===== config.mk =====
export PLATFORM = sky130hd
export DESIGN_NAME = aixh_mxc_inner_bwd_collector
export DESIGN_NICKNAME = d
export VERILOG_FILES = /design/src/rtl/aixh_mxc_inner_bwd_collector.sv
export SDC_FILE = /design/constraint.sdc
export NUM_CORES = 1
export LEC_CHECK = 0
export ABC_AREA = 1
export BUFFER_PORTS_ARGS = -buffer_cell sky130_fd_sc_hd__buf_4
export CAP_MARGIN = 20
export CORE_UTILIZATION = 35
export CTS_CLUSTER_SIZE = 28
export DETAILED_ROUTE_END_ITERATION = 10
export SLEW_MARGIN = 20
export SYNTH_ARGS = -nofsm -noshare
export SYNTH_HDL_FRONTEND = slang
export SYNTH_SLANG_ARGS = --single-unit

===== constraint.sdc =====
create_clock -name aixh_core_clk2x -period 11.65 [get_ports aixh_core_clk2x]
set_clock_uncertainty 0.05 [all_clocks]
set_input_delay 2.33 -clock aixh_core_clk2x [delete_from_list [all_inputs] [get_ports aixh_core_clk2x]]
set_output_delay 2.33 -clock aixh_core_clk2x [all_outputs]
set_load 0.01 [all_outputs]

===== src/rtl/aixh_mxc_inner_bwd_collector.sv =====
// aixh_mxc_inner_bwd_collector
// Sink end of the MxConv inner-array backward path. Each per-row backward
// lane is captured, queued in a small per-lane FIFO, and the FIFOs are
// round-robin arbitrated onto a single valid/ready output port.
//
// Output handshake: o_out_vld/o_out_dat/o_out_lane form a strict valid/ready
// source. Once o_out_vld rises, data and lane stay stable until the cycle in
// which i_out_rdy is sampled high; a beat transfers on each rising edge where
// both o_out_vld and i_out_rdy are 1. o_out_vld never depends on i_out_rdy
// combinationally.
//
// The backward lanes have no back-pressure, so a beat arriving at a full FIFO
// is dropped and flagged in the sticky o_ovf bit for that lane.
//
// Optional feature: define AIXH_MXC_BWDCOL_DROP_CNT_EN to build the saturating
// dropped-beat counter on o_drop_cnt; otherwise o_drop_cnt is tied to 0.
module aixh_mxc_inner_bwd_collector #(
    parameter int YCELLS     = 4,
    parameter int BWD_DWIDTH = 32,
    parameter int FIFO_DEPTH = 4
) (
    input  logic                                       aixh_core_clk2x,
    input  logic                                       aixh_core_rst,
    input  logic [YCELLS-1:0]                          i_bwd_vld,
    input  logic [YCELLS*BWD_DWIDTH-1:0]               i_bwd_dat,
    output logic                                       o_out_vld,
    input  logic                                       i_out_rdy,
    output logic [BWD_DWIDTH-1:0]                      o_out_dat,
    output logic [((YCELLS > 1) ? $clog2(YCELLS) : 1)-1:0] o_out_lane,
    output logic [YCELLS-1:0]                          o_ovf,
    input  logic                                       i_ovf_clr,
    output logic                                       o_idle,
    output logic [7:0]                                 o_drop_cnt
);

    localparam int LW = (YCELLS > 1) ? $clog2(YCELLS) : 1;
    localparam int AW = $clog2(FIFO_DEPTH);

    // Capture stage
    logic [YCELLS-1:0]     r_cap_vld;
    logic [BWD_DWIDTH-1:0] r_cap_dat [YCELLS];

    // Lane FIFOs (pointers carry one extra wrap bit)
    logic [BWD_DWIDTH-1:0] r_mem [YCELLS][FIFO_DEPTH];
    logic [AW:0]           r_wr  [YCELLS];
    logic [AW:0]           r_rd  [YCELLS];

    // Output register and round-robin pointer
    logic                  r_out_vld;
    logic [BWD_DWIDTH-1:0] r_out_dat;
    logic [LW-1:0]         r_out_lane;
    logic [LW-1:0]         r_rr;
    logic [YCELLS-1:0]     r_ovf;

    logic [YCELLS-1:0]     w_nempty;
    logic [YCELLS-1:0]     w_full;
    logic [YCELLS-1:0]     w_pop;
    logic [YCELLS-1:0]     w_push;
    logic [YCELLS-1:0]     w_drop;
    logic                  w_gnt_vld;
    logic [LW-1:0]         w_gnt_lane;
    logic                  w_load;
    logic [AW-1:0]         w_head_idx;
    logic [BWD_DWIDTH-1:0] w_head_dat;

    // Capture every lane's valid each cycle; data only loads on its valid
    always_ff @(posedge aixh_core_clk2x or posedge aixh_core_rst) begin
        if (aixh_core_rst) begin
            r_cap_vld <= '0;
            for (int i = 0; i < YCELLS; i++) begin
                r_cap_dat[i] <= '0;
            end
        end else begin
            r_cap_vld <= i_bwd_vld;
            for (int i = 0; i < YCELLS; i++) begin
                if (i_bwd_vld[i]) begin
                    r_cap_dat[i] <= i_bwd_dat[i*BWD_DWIDTH +: BWD_DWIDTH];
                end
            end
        end
    end

    // Per-lane FIFO status from the wrap-bit pointers
    always_comb begin
        w_nempty = '0;
        w_full   = '0;
        for (int i = 0; i < YCELLS; i++) begin
            w_nempty[i] = (r_wr[i] != r_rd[i]);
            w_full[i]   = (r_wr[i][AW] != r_rd[i][AW]) &&
                          (r_wr[i][AW-1:0] == r_rd[i][AW-1:0]);
        end
    end

    // Round-robin search: first non-empty lane at or after r_rr
    always_comb begin
        int v_idx;
        v_idx      = 0;
        w_gnt_vld  = 1'b0;
        w_gnt_lane = '0;
        for (int k = 0; k < YCELLS; k++) begin
            v_idx = int'(r_rr) + k;
            if (v_idx >= YCELLS) begin
                v_idx = v_idx - YCELLS;
            end
            if (!w_gnt_vld && w_nempty[v_idx]) begin
                w_gnt_vld  = 1'b1;
                w_gnt_lane = LW'(v_idx);
            end
        end
    end

    // Output slot is free when empty or being taken this cycle
    assign w_load     = (!r_out_vld || i_out_rdy) && w_gnt_vld;
    assign w_head_idx = r_rd[w_gnt_lane][AW-1:0];
    assign w_head_dat = r_mem[w_gnt_lane][w_head_idx];

    // Pop the granted lane; a full lane still accepts if popped this cycle
    always_comb begin
        w_pop  = '0;
        w_push = '0;
        w_drop = '0;
        for (int i = 0; i < YCELLS; i++) begin
            w_pop[i]  = w_load && (w_gnt_lane == LW'(i));
            w_push[i] = r_cap_vld[i] && (!w_full[i] || w_pop[i]);
            w_drop[i] = r_cap_vld[i] && w_full[i] && !w_pop[i];
        end
    end

    // FIFO storage is not reset; pointers define what is valid
    always_ff @(posedge aixh_core_clk2x) begin
        for (int i = 0; i < YCELLS; i++) begin
            if (w_push[i]) begin
                r_mem[i][r_wr[i][AW-1:0]] <= r_cap_dat[i];
            end
        end
    end

    // FIFO read/write pointers
    always_ff @(posedge aixh_core_clk2x or posedge aixh_core_rst) begin
        if (aixh_core_rst) begin
            for (int i = 0; i < YCELLS; i++) begin
                r_wr[i] <= '0;
                r_rd[i] <= '0;
            end
        end else begin
            for (int i = 0; i < YCELLS; i++) begin
                if (w_push[i]) begin
                    r_wr[i] <= r_wr[i] + 1'b1;
                end
                if (w_pop[i]) begin
                    r_rd[i] <= r_rd[i] + 1'b1;
                end
            end
        end
    end

    // Output register and round-robin pointer advance on each grant
    always_ff @(posedge aixh_core_clk2x or posedge aixh_core_rst) begin
        if (aixh_core_rst) begin
            r_out_vld  <= 1'b0;
            r_out_dat  <= '0;
            r_out_lane <= '0;
            r_rr       <= '0;
        end else begin
            if (w_load) begin
                r_out_vld  <= 1'b1;
                r_out_dat  <= w_head_dat;
                r_out_lane <= w_gnt_lane;
                r_rr       <= (w_gnt_lane == LW'(YCELLS - 1)) ? LW'(0) : (w_gnt_lane + 1'b1);
            end else if (r_out_vld && i_out_rdy) begin
                r_out_vld  <= 1'b0;
            end
        end
    end

    // Sticky overflow flags; a new drop wins over a clear
    always_ff @(posedge aixh_core_clk2x or posedge aixh_core_rst) begin
        if (aixh_core_rst) begin
            r_ovf <= '0;
        end else if (i_ovf_clr) begin
            r_ovf <= w_drop;
        end else begin
            r_ovf <= r_ovf | w_drop;
        end
    end

`ifdef AIXH_MXC_BWDCOL_DROP_CNT_EN
    logic [7:0] r_drop_cnt;
    logic [8:0] w_ndrop;
    logic [8:0] w_sum;

    // Number of lanes dropping a beat this cycle
    always_comb begin
        w_ndrop = '0;
        for (int i = 0; i < YCELLS; i++) begin
            w_ndrop = w_ndrop + 9'(w_drop[i]);
        end
    end

    assign w_sum = {1'b0, r_drop_cnt} + w_ndrop;

    // Saturating drop counter; a clear reloads with this cycle's drops
    always_ff @(posedge aixh_core_clk2x or posedge aixh_core_rst) begin
        if (aixh_core_rst) begin
            r_drop_cnt <= '0;
        end else if (i_ovf_clr) begin
            r_drop_cnt <= w_ndrop[7:0];
        end else begin
            r_drop_cnt <= (w_sum > 9'd255) ? 8'hFF : w_sum[7:0];
        end
    end

    assign o_drop_cnt = r_drop_cnt;
`else
    assign o_drop_cnt = 8'h00;
`endif

    assign o_out_vld  = r_out_vld;
    assign o_out_dat  = r_out_dat;
    assign o_out_lane = r_out_lane;
    assign o_ovf      = r_ovf;
    assign o_idle     = (w_nempty == '0) && (r_cap_vld == '0) && !r_out_vld;

endmodule

# Yosys cells after proc, flatten, opt, wreduce, memory -nomap -nowiden
# Memories as Yosys holds them, arrays and structs flattened.
# Index checks and enable logic that the tools add are counted.
op_classes:
  reduce_logical: 52
  order_cmp: 18
  n_addsub: 16
  n_mux: 50
  bitwise_logic: 7
  div: 0
  multipliers: 0
  eq_ne: 15
  n_shift: 0
op_table:
  columns: ["op", "count"]
  rows:
  - ["$mux 128", 4]
  - ["$mux 32", 10]
  - ["$demux 32 s2", 4]
  - ["$lt 32x4->1 const B", 4]
  - ["$bmux 32 s2", 1]
  - ["$logic_and 1x1->1", 31]
  - ["$ge 3x3->1 const B", 9]
  - ["$add 3x1->3 const B", 8]
  - ["$mux 1", 18]
  - ["$not 2->3", 6]
  - ["$mux 2", 7]
  - ["$logic_not 1->1", 12]
  - ["$lt 3x1->1 const B", 4]
  - ["$ne 3x3->1", 4]
  - ["$sub 3x3->4 const B", 3]
  - ["$bmux 1 s2", 4]
  - ["$eq 2x2->1", 4]
  - ["$logic_not 4->1", 2]
  - ["$add 2x2->3 const B", 2]
  - ["$bmux 3 s2", 1]
  - ["$logic_or 1x1->1", 5]
  - ["$eq 2x2->1 const B", 2]
  - ["$mux 4", 1]
  - ["$ne 1x1->1", 4]
  - ["other kinds (8)", 8]
word_totals:
  regBits: 197
  latch_bits: 0
  mem_count: 1
  mem_bits_ro: 0
  mem_bits_rw: 512
  wordCells: 177
mem_list:
  columns: ["memory", "words", "word_bits", "rd", "rd_ports_with_merged_regs", "write_ports", "line", "source"]
  rows:
  - ["r_mem", 4, 128, 1, 0, 4, "44", "logic [BWD_DWIDTH-1:0] r_mem [YCELLS][FIFO_DEPTH];"]

# Depth between registers and ports, before layout
depth:
  word_depth: 23
  depth_mapped: 22
  ltp_nobuf: 20

# Least setup slack after synthesis
# Ideal clock, no wire load.
synth_timing:
  kind: "input to register"
  start: "input port i_out_rdy"
  end: "memory r_mem[2][100] (netlist name) (enable)"
  t_arrival_ns: 4.316
  setup_slack_ns: 6.863
  required_ns: 11.179
  n_path_buf: 0
  path_stages: 6
  cell_sequence: "o21ai_0 -> inv_2 -> nand3_2 -> nand4_1 -> nand2_1 -> nor2_1"
synth_rtl:
  columns: ["item", "line", "source"]
  rows:
  - ["start, declared", "27", "input logic i_out_rdy,"]
  - ["end, declared", "44", null]

==> reports/qor.yml <==
outcome: "completed"
cpMostUsedCell: "buf_4"
fin_crit_ps: 6760
hp-class: "reg -> reg"
setup_viol: 0
hold_violations: 0
final_cell_mix: "nand2_1, edfxtp_1, nand3_1"
final_common_cell: "nand2_1"
ys_seq_area_share_pct: 68.8
syn_area_mm2: 0.0295
areaGrowthSynthToFinish_pct: 17.5
worst_setup_path_end_kind: "register"
fmax_mhz: 148
htree_levels: 3
min_to: "o_out_dat[31]$_DFFE_PP0P_"
final_nets: 2787
wl_per_cell_um: 23.6
drive_gt1_share_pct: 19.0
synth.avg_cell_area_um2: 11.8
synth.distinct_cells: 29
clock_sink_count: 709
cp_slowest_stage_delay_ps: 850
rows: 106
critPathKind: "reg -> reg"
critPathBufInv: 4
post-cts-setup-buffer-count: 0
antenna_found_initial: 1
cts_max_path_buffers: 3
grt_pass1_wl_um: 132000
ys_seq_elements: 709
cp_max_fo: 115
die_w_um: 292
worstPathCellList: "inv_2, nand2_1, nand3_1, nand2_2, a21oi_1, nand2_8, nand2_8, buf_4, buf_4, nand3_2, nand4_1, nand2_2, nor2_4, buf_4"
r2r-end: "r_mem[0][32]$_DFFE_PP_"
drc: 0
ctsResizeCount: 0
first_iter_violations: 1917
place_hpwl_um: 50200
dr.pass1.iters: 5
die_h_um: 292
cts_buffers: 78
min-delay-start: "o_out_dat[31]$_DFFE_PP0P_"
r2r_start: "r_rr[0]$_DFFE_PP0P_"
place.gp.congestion: 0.847
syn_inst: 2505
r2r_slack_ps: 4890
worst-slew-pin-transition_ps: 1130
grt_start_max_net_pins: 116
fillCellCount: 7823
fin_ws_ps: 4890
critPathTopFamily: "simple AND/OR/NAND/NOR gates"
setup_tns_ps: 0
clk_pin_slew_ps: 60
grt_use_total_pct: 20.6
dp_slack_ps: 4640
critPathArrivalTime_ps: 6990
tritoncts: "done"
required_ps: 11880
reg2regPathDepth: 14
clockRootBuffer: "clkbuf_16"
dieArea_mm2: 0.0854
grt_pass1_vias: 20131
maxCapViolations: 0
finalCritPeriodShare_pct: 58.0
pin_count: 184
hold_depth: 2
port_buffers: 175
antenna_left: 0
initial_core_util_pct: 35.3
vias_per_cell: 5.39
rsz0062_at_grt: "no"
start_kind: "register"
critical_path.slowest_cell: "buf_4"
core_area_mm2: 0.0836
hold_buffers: 0
slew_headroom_pct: 24.8
synth_warnings: 0
wl_um: 89000
grt-ovfl-total: 0
vias: 20371
clk_latency_ps: 640
antennaDiodeCount: 0
slew_violations: 0
[tightest hold or removal path, delay by kind of cell (launching register included)]
family | cells | cell delay [ps]
simple gates | 2 | 110
flops | 1 | 350
[layout make-up]
class	instances	area (um^2)	area share (%)
tap	1080	1350	3.90
clock inverter	32	398	1.15
multi-input combinational	1570	8290	23.9
sequential	709	20300	58.6
timing repair buffer	211	1720	4.95
inverter	61	239	0.690
clock buffer	114	2350	6.79
[logic make-up (layout without fill, tap and decap cells)]
kind of cell	Yosys count	count (layout)	synth area share, %
flops	709	709	68.8
xor+xnor	16	16	0.501
other cells	1	8	0.0127
buf+inv	233	418	3.74
compound gates	22	22	0.399
fa+ha+maj	20	20	0.848
simple gates	1376	1376	20.8
mux	128	128	4.89
[metrics by stage]
step                      utilization [%]  cells  hold slack (ps)  cell area, um^2
after floorplan                         -   2512              413            29500
after global placement               38.0   3624              422            31700
after detailed placement             38.2   3630              427            31900
after CTS                            41.4   3776              442            34600
after global routing                 41.5   3777              464            34700
final                                41.5   3777              439            34700
[routing by layer]
layer,track usage [%],wire length (um),vias to the layer above
met5,0,0,-
met4,6.86,2720,0
met3,3.28,6930,162
met2,32.8,41300,993
met1,28.6,38000,10158
li1,-,-,9058
[worst max path at each step]
| stage | from | endpoint | slack [ps] | cells past startpoint |
|---|---|---|---|---|
| after floorplan | aixh_core_rst | o_out_dat[0]$_DFFE_PP0P_ | 3900 | 1 |
| after global placement | r_rr[0]$_DFFE_PP0P_ | r_mem[0][39]$_DFFE_PP_ | 4760 | 14 |
| after detailed placement | r_rr[0]$_DFFE_PP0P_ | r_mem[0][39]$_DFFE_PP_ | 4640 | 14 |
| after CTS | r_rr[0]$_DFFE_PP0P_ | r_mem[0][32]$_DFFE_PP_ | 4580 | 14 |
| after global routing | r_wr[0]$_DFFE_PP0P_ | r_mem[0][32]$_DFFE_PP_ | 4520 | 17 |
| final | r_rr[0]$_DFFE_PP0P_ | r_mem[0][32]$_DFFE_PP_ | 4890 | 14 |
[state kept, by name, indices dropped and copies added (netlist names)]
signal / count
r_rr: 2
o_ovf: 4
r_wr: 12
r_rd: 12
o_out_lane: 2
r_cap_dat: 128
o_out_dat: 32
r_mem: 512
r_cap_vld: 4
o_out_vld: 1
[cells in the mapped netlist]
master / n / share of area [%]
inv_2: 13 / 0.17
clkbuf_1: 22 / 0.28
a21oi_1: 11 / 0.19
o21ai_0: 6 / 0.10
buf_1: 20 / 0.25
ha_1: 20 / 0.85
conb_1: 1 / 0.013
xor2_1: 15 / 0.45
nand2_4: 1 / 0.038
buf_2: 107 / 1.8
nand4_1: 177 / 3.8
nand3b_1: 1 / 0.025
o211ai_1: 1 / 0.025
xor2_2: 1 / 0.055
inv_1: 48 / 0.61
o22ai_1: 4 / 0.085
nor2_4: 3 / 0.11
nand2_2: 6 / 0.13
nor2_2: 5 / 0.11
nor2_1: 151 / 1.9
nand3_1: 347 / 5.9
dfrtp_1: 197 / 17
edfxtp_1: 512 / 52
mux2_2: 128 / 4.9
nand2_1: 680 / 8.7
nand3_2: 4 / 0.14
buf_6: 2 / 0.076
nor3_1: 1 / 0.017
buf_4: 21 / 0.53
Power is left out: the tool's default activity adds up to more than one toggle a clock period on the data nets, which glitch-free logic cannot reach.
